## src/rtl/par2ser_old2new_unify_pkg.sv

```systemverilog
// Shared definitions for the delay-line unpack blocks: FSM state type and a
// constant clog2 used to size beat counters.
package par2ser_pkg;

    typedef enum logic {
        ST_IDLE  = 1'b0,
        ST_SHIFT = 1'b1
    } state_e;

    function automatic int unsigned clog2(input int unsigned value);
        int unsigned result;
        int unsigned span;
        result = 0;
        span   = 1;
        while (span < value) begin
            span   = span << 1;
            result = result + 1;
        end
        return result;
    endfunction

endpackage

```

## src/rtl/par2ser_old2new_unify_if.sv

```systemverilog
// Snapshot-in / element-out handshake bundle for the parallel-to-serial unloader.
interface par2ser_old2new_unify_if #(
    parameter int unsigned WIDTH = 1,
    parameter int unsigned LEN   = 2
);
    logic [WIDTH*LEN-1:0] IN_NEW2OLD_I;
    logic                 IN_VALID_I;
    logic                 IN_READY_O;
    logic [WIDTH-1:0]     OUT_O;
    logic                 OUT_VALID_O;
    logic                 OUT_READY_I;
    logic                 OUT_LAST_O;
    logic                 BUSY_O;

    modport slave (
        input  IN_NEW2OLD_I,
        input  IN_VALID_I,
        output IN_READY_O,
        output OUT_O,
        output OUT_VALID_O,
        input  OUT_READY_I,
        output OUT_LAST_O,
        output BUSY_O
    );

    modport master (
        output IN_NEW2OLD_I,
        output IN_VALID_I,
        input  IN_READY_O,
        input  OUT_O,
        input  OUT_VALID_O,
        output OUT_READY_I,
        input  OUT_LAST_O,
        input  BUSY_O
    );
endinterface

```

## src/rtl/par2ser_old2new_unify.sv

```systemverilog
// Unloads a newest..oldest snapshot one element per beat, oldest first, with
// gapless reload on the last beat.
module par2ser_old2new_unify
    import par2ser_pkg::*;
#(
    parameter int unsigned WIDTH = 1,
    parameter int unsigned LEN   = 2
) (
    input  logic CLK_I,
    input  logic RSTN_I,
    par2ser_old2new_unify_if.slave bus
);

    localparam int unsigned CNT_W = (clog2(LEN) > 1) ? clog2(LEN) : 1;
    localparam logic [CNT_W-1:0] CNT_LAST = CNT_W'(LEN - 1);

    state_e               state_q, state_d;
    logic [WIDTH*LEN-1:0] buf_q, buf_d;
    logic [CNT_W-1:0]     cnt_q, cnt_d;

    logic                 in_ready;
    logic                 out_valid;
    logic                 out_last;
    logic                 busy;
    logic [WIDTH-1:0]     out_data;

    always_comb begin
        state_d   = state_q;
        buf_d     = buf_q;
        cnt_d     = cnt_q;
        in_ready  = 1'b0;
        out_valid = 1'b0;
        out_last  = 1'b0;
        busy      = 1'b0;
        out_data  = '0;

        unique case (state_q)
            ST_IDLE: begin
                in_ready = 1'b1;
                if (bus.IN_VALID_I) begin
                    buf_d   = bus.IN_NEW2OLD_I;
                    cnt_d   = '0;
                    state_d = ST_SHIFT;
                end
            end
            ST_SHIFT: begin
                out_valid = 1'b1;
                busy      = 1'b1;
                out_last  = (cnt_q == CNT_LAST);
                // Beat cnt reads slice LEN-1-cnt, so the oldest element leaves first.
                for (int unsigned i = 0; i < LEN; i++) begin
                    if (cnt_q == CNT_W'(LEN - 1 - i)) begin
                        out_data = buf_q[WIDTH*i +: WIDTH];
                    end
                end
                in_ready = out_last && bus.OUT_READY_I;
                if (bus.OUT_READY_I) begin
                    if (!out_last) begin
                        cnt_d = cnt_q + CNT_W'(1);
                    end else if (bus.IN_VALID_I) begin
                        buf_d = bus.IN_NEW2OLD_I;
                        cnt_d = '0;
                    end else begin
                        cnt_d   = '0;
                        state_d = ST_IDLE;
                    end
                end
            end
            default: state_d = ST_IDLE;
        endcase
    end

    always_ff @(posedge CLK_I) begin
        if (!RSTN_I) begin
            state_q <= ST_IDLE;
            buf_q   <= '0;
            cnt_q   <= '0;
        end else begin
            state_q <= state_d;
            buf_q   <= buf_d;
            cnt_q   <= cnt_d;
        end
    end

    assign bus.IN_READY_O  = in_ready;
    assign bus.OUT_VALID_O = out_valid;
    assign bus.OUT_LAST_O  = out_last;
    assign bus.BUSY_O      = busy;
    assign bus.OUT_O       = out_data;

endmodule

```

## src/flat_wrapper.sv

```systemverilog
// flat-port wrapper written by rule: the top's interface ports become plain ports
module par2ser_old2new_unify_flat import par2ser_pkg::*;
#(
    parameter int unsigned WIDTH = 1,
    parameter int unsigned LEN   = 2
)
  (CLK_I, RSTN_I, bus_IN_NEW2OLD_I, bus_IN_VALID_I, bus_IN_READY_O, bus_OUT_O, bus_OUT_VALID_O, bus_OUT_READY_I, bus_OUT_LAST_O, bus_BUSY_O);
  par2ser_old2new_unify_if #(.WIDTH(WIDTH), .LEN(LEN)) bus_i ();
  input  logic CLK_I;
  input  logic RSTN_I;
  input wire logic [$bits(bus_i.IN_NEW2OLD_I)-1:0] bus_IN_NEW2OLD_I;
  input wire logic [$bits(bus_i.IN_VALID_I)-1:0] bus_IN_VALID_I;
  output wire logic [$bits(bus_i.IN_READY_O)-1:0] bus_IN_READY_O;
  output wire logic [$bits(bus_i.OUT_O)-1:0] bus_OUT_O;
  output wire logic [$bits(bus_i.OUT_VALID_O)-1:0] bus_OUT_VALID_O;
  input wire logic [$bits(bus_i.OUT_READY_I)-1:0] bus_OUT_READY_I;
  output wire logic [$bits(bus_i.OUT_LAST_O)-1:0] bus_OUT_LAST_O;
  output wire logic [$bits(bus_i.BUSY_O)-1:0] bus_BUSY_O;
  assign bus_i.IN_NEW2OLD_I = bus_IN_NEW2OLD_I;
  assign bus_i.IN_VALID_I = bus_IN_VALID_I;
  assign bus_IN_READY_O = bus_i.IN_READY_O;
  assign bus_OUT_O = bus_i.OUT_O;
  assign bus_OUT_VALID_O = bus_i.OUT_VALID_O;
  assign bus_i.OUT_READY_I = bus_OUT_READY_I;
  assign bus_OUT_LAST_O = bus_i.OUT_LAST_O;
  assign bus_BUSY_O = bus_i.BUSY_O;
  par2ser_old2new_unify #(.WIDTH(WIDTH), .LEN(LEN)) u_core (.CLK_I(CLK_I), .RSTN_I(RSTN_I), .bus(bus_i));
endmodule
```

## config.mk

```make
export PLATFORM = sky130hd
export DESIGN_NAME = par2ser_old2new_unify_flat
export DESIGN_NICKNAME = d
export VERILOG_FILES = /design/src/rtl/par2ser_old2new_unify_pkg.sv /design/src/rtl/par2ser_old2new_unify_if.sv /design/src/rtl/par2ser_old2new_unify.sv /design/src/flat_wrapper.sv
export SDC_FILE = /design/constraint.sdc
export NUM_CORES = 1
export LEC_CHECK = 0
export CORE_AREA = 10 10 47 49
export DETAILED_ROUTE_END_ITERATION = 12
export DIE_AREA = 0 0 57 59
export PLACE_DENSITY = 0.47
export SLEW_MARGIN = 20
export SYNTH_ARGS = -nofsm -noshare
export SYNTH_HDL_FRONTEND = slang
export SYNTH_SLANG_ARGS = --single-unit
```

## constraint.sdc

```tcl
create_clock -name CLK_I -period 2.3 [get_ports CLK_I]
set_input_delay 0.23 -clock CLK_I [delete_from_list [all_inputs] [get_ports CLK_I]]
set_output_delay 0.23 -clock CLK_I [all_outputs]
set_load 0.005 [all_outputs]
```

==> impl_metrics.json <==
{
  "critical-path-top-delay-family": "buffers and inverters",
  "cts_resized": 0,
  "layout_common_cells": "clkdlybuf4s50_1, nand2_1, dfxtp_1, mux2i_1, clkbuf_4",
  "initial_utilization_pct": 14.64,
  "hold_path_class": "reg -> reg",
  "fmax_mhz": 613.7,
  "worst_pin_slew_ps": 217.1,
  "vias_per_cell": 3.588,
  "syn_to_final_growth_pct": 65.85,
  "grt_pass1_vias": 202,
  "path_clk_slew_ps": 30,
  "grt_pass1_wl_um": 841,
  "routabilityCongestion": 0.6696,
  "cp-end-kind": "output pin",
  "vdd_drop_max_uv": 155.0,
  "yosysUniqueCellTypes": 13,
  "ios": 11,
  "final_layout_size_suffix_gt1_share_pct": 17.14,
  "crit_start": "bus_OUT_READY_I",
  "drt_wl_total_um": 509,
  "worstSetupStartpointType": "input pin",
  "drt_iter0_markers": 5,
  "rows": 14,
  "r2r_cells": 3,
  "syn_area_um2": 205.2,
  "gr-total-overflow": 0,
  "synth_nets": 29,
  "p_leak_nw": 0.1359,
  "path_depth": 4,
  "critPathMaxFanout": 3,
  "firstDrtPassIters": 2,
  "synth_seq_cells": 4,
  "fin_crit_ps": 1630,
  "cts_made_buffers": 3,
  "antenna_found_initial": 0,
  "clock_path_buffers": 2,
  "ant_nets": 0,
  "period_share_pct": 70.85,
  "r2r_end": "u_core.buf_q[0]",
  "rsz0062_at_grt": "no",
  "utilization_pct": 24.29,
  "port_buffers": 10,
  "max_stage_delay_ps": 450,
  "worstPathArrival_ps": 1400,
  "clk_latency_ps": 230,
  "dp_cells": 48,
  "critical_path_required_ps": 2070,
  "cts_tree": "yes",
  "cp_slowest_cell": "clkdlybuf4s50_1",
  "r2r_slack_ps": 1320,
  "route.detailed.drc": 0,
  "grt_max_degree": 8,
  "antenna_cells": 0,
  "grt.total_usage_pct": 3.463,
  "cp_cell_sequence": "clkdlybuf4s50_1 > a21boi_2 > inv_1 > clkdlybuf4s50_1",
  "setup-tns-final_ps": 0,
  "r2r_start": "u_core.state_q",
  "die_y_um": 59,
  "slew_viol_final": 0,
  "wl_per_cell_um": 9.980,
  "root_buffer": "clkbuf_4",
  "ys_seq_area_share_pct": 39.02,
  "cts.sinks": 4,
  "finalHoldViolCount": 0,
  "syn_avg_cell_area_um2": 8.922,
  "cts_max_level": 1,
  "final_cell_count_no_fill": 51,
  "finalPower_mw": 0.1996,
  "fp.dieArea_um2": 3363,
  "cts_setup_buffers": 0,
  "nets": 43,
  "final_common_cell": "clkdlybuf4s50_1",
  "yosys_warnings": 0,
  "maxCapViolCount": 0,
  "synth_cells": 23,
  "cts_hold_buf": 0,
  "power_density_nw_per_um2": 586.5,
  "coreArea_um2": 1401,
  "clock_skew_ps": 2.280,
  "cp_common_cell": "clkdlybuf4s50_1",
  "crit_end": "bus_IN_READY_O",
  "vias": 183,
  "status": "finished, final reports clean",
  "relSlewSlack_pct": 85.48,
  "fp.dieW_um": 57,
  "worst-setup-path-type": "in -> out",
  "setup_viol": 0,
  "critical_path_buf_inv_count": 3
}
## through the flow
step                      setup WS, ps  area, um2  hold slack [ps]
after detailed placement         667.4      317.8            450.2
after global routing             545.1      340.3            471.3
after floorplan                   1390      205.2            347.5
final                            670.5      340.3            455.5
after global placement           687.8      317.8            447.2
after CTS                        660.7      340.3            455.0
## Yosys cell counts, drive strengths merged
cell type  count  area share [%]
nand2b         1             3.1
buf            1             3.7
nand2          5             9.1
mux2i          3              15
nor2           1             1.8
a21boi         1             5.5
o21a           2             7.3
nor2b          2             7.3
and3           1             3.1
dfxtp          4              39
inv            1             1.8
and2           1             3.7
## worst reg2reg max path, delay by kind of cell (launching register included)
kind | cells | cell delay (ps)
flip-flops | 1 | 400
AO/OA/AOI/OAI | 1 | 260
AND/OR/NAND/NOR | 1 | 90
multiplexers | 1 | 110
## power breakdown
group / internal, mW / leakage (nW) / switching [mW]
Sequential: 0.0744 / 0.0330 / 0.00423
Combinational: 0.0237 / 0.0891 / 0.0117
Clock: 0.0583 / 0.0138 / 0.0274
Total: 0.156 / 0.136 / 0.0433
## flip-flops by register name, indices dropped and copies added, names as in the netlist
name and count:
u_core.buf_q 2, u_core.cnt_q 1, u_core.state_q 1
## how the worst min path moves through the flow
stage | startpoint | endpoint | slack, ps | cells after the start
after floorplan | RSTN_I | u_core.cnt_q | 350 | 1
after global placement | u_core.buf_q[0] | u_core.buf_q[0] | 450 | 2
after detailed placement | u_core.buf_q[0] | u_core.buf_q[0] | 450 | 2
after CTS | u_core.buf_q[0] | u_core.buf_q[0] | 460 | 2
after global routing | u_core.buf_q[0] | u_core.buf_q[0] | 470 | 2
final | u_core.buf_q[0] | u_core.buf_q[0] | 460 | 2
## area by class of cell
type	count	area [um2]
inverters	1	3.754
fillers	168	1061
well taps	16	20.02
multi-input cells	17	113.9
flip-flops and latches	4	80.08
repair buffers	10	100.1
clock buffers	3	22.52
## per-layer routing
metal / part of all wire [%] / global-route usage (%) / routed length (um) / vias up
li1: - / - / - / 100
met1: 55 / 4.057 / 278 / 70
met2: 27 / 2.636 / 137 / 13
met3: 18 / 3.648 / 93 / 0
met4: 0 / 4.027 / 0 / 0
met5: 0 / 0 / 0 / -
## cells by family (layout without fill, tap and decap cells)
| family | after synthesis | after routing | synth area share (%) |
|---|---|---|---|
| muxes | 3 | 3 | 14.63 |
| DFF | 4 | 4 | 39.03 |
| AOI/OAI and AO/OA | 3 | 3 | 12.80 |
| and+or+nand+nor | 11 | 11 | 28.06 |
| buffers and inverters | 2 | 14 | 5.487 |
No activity file was read; power rests on OpenSTA's default activity.
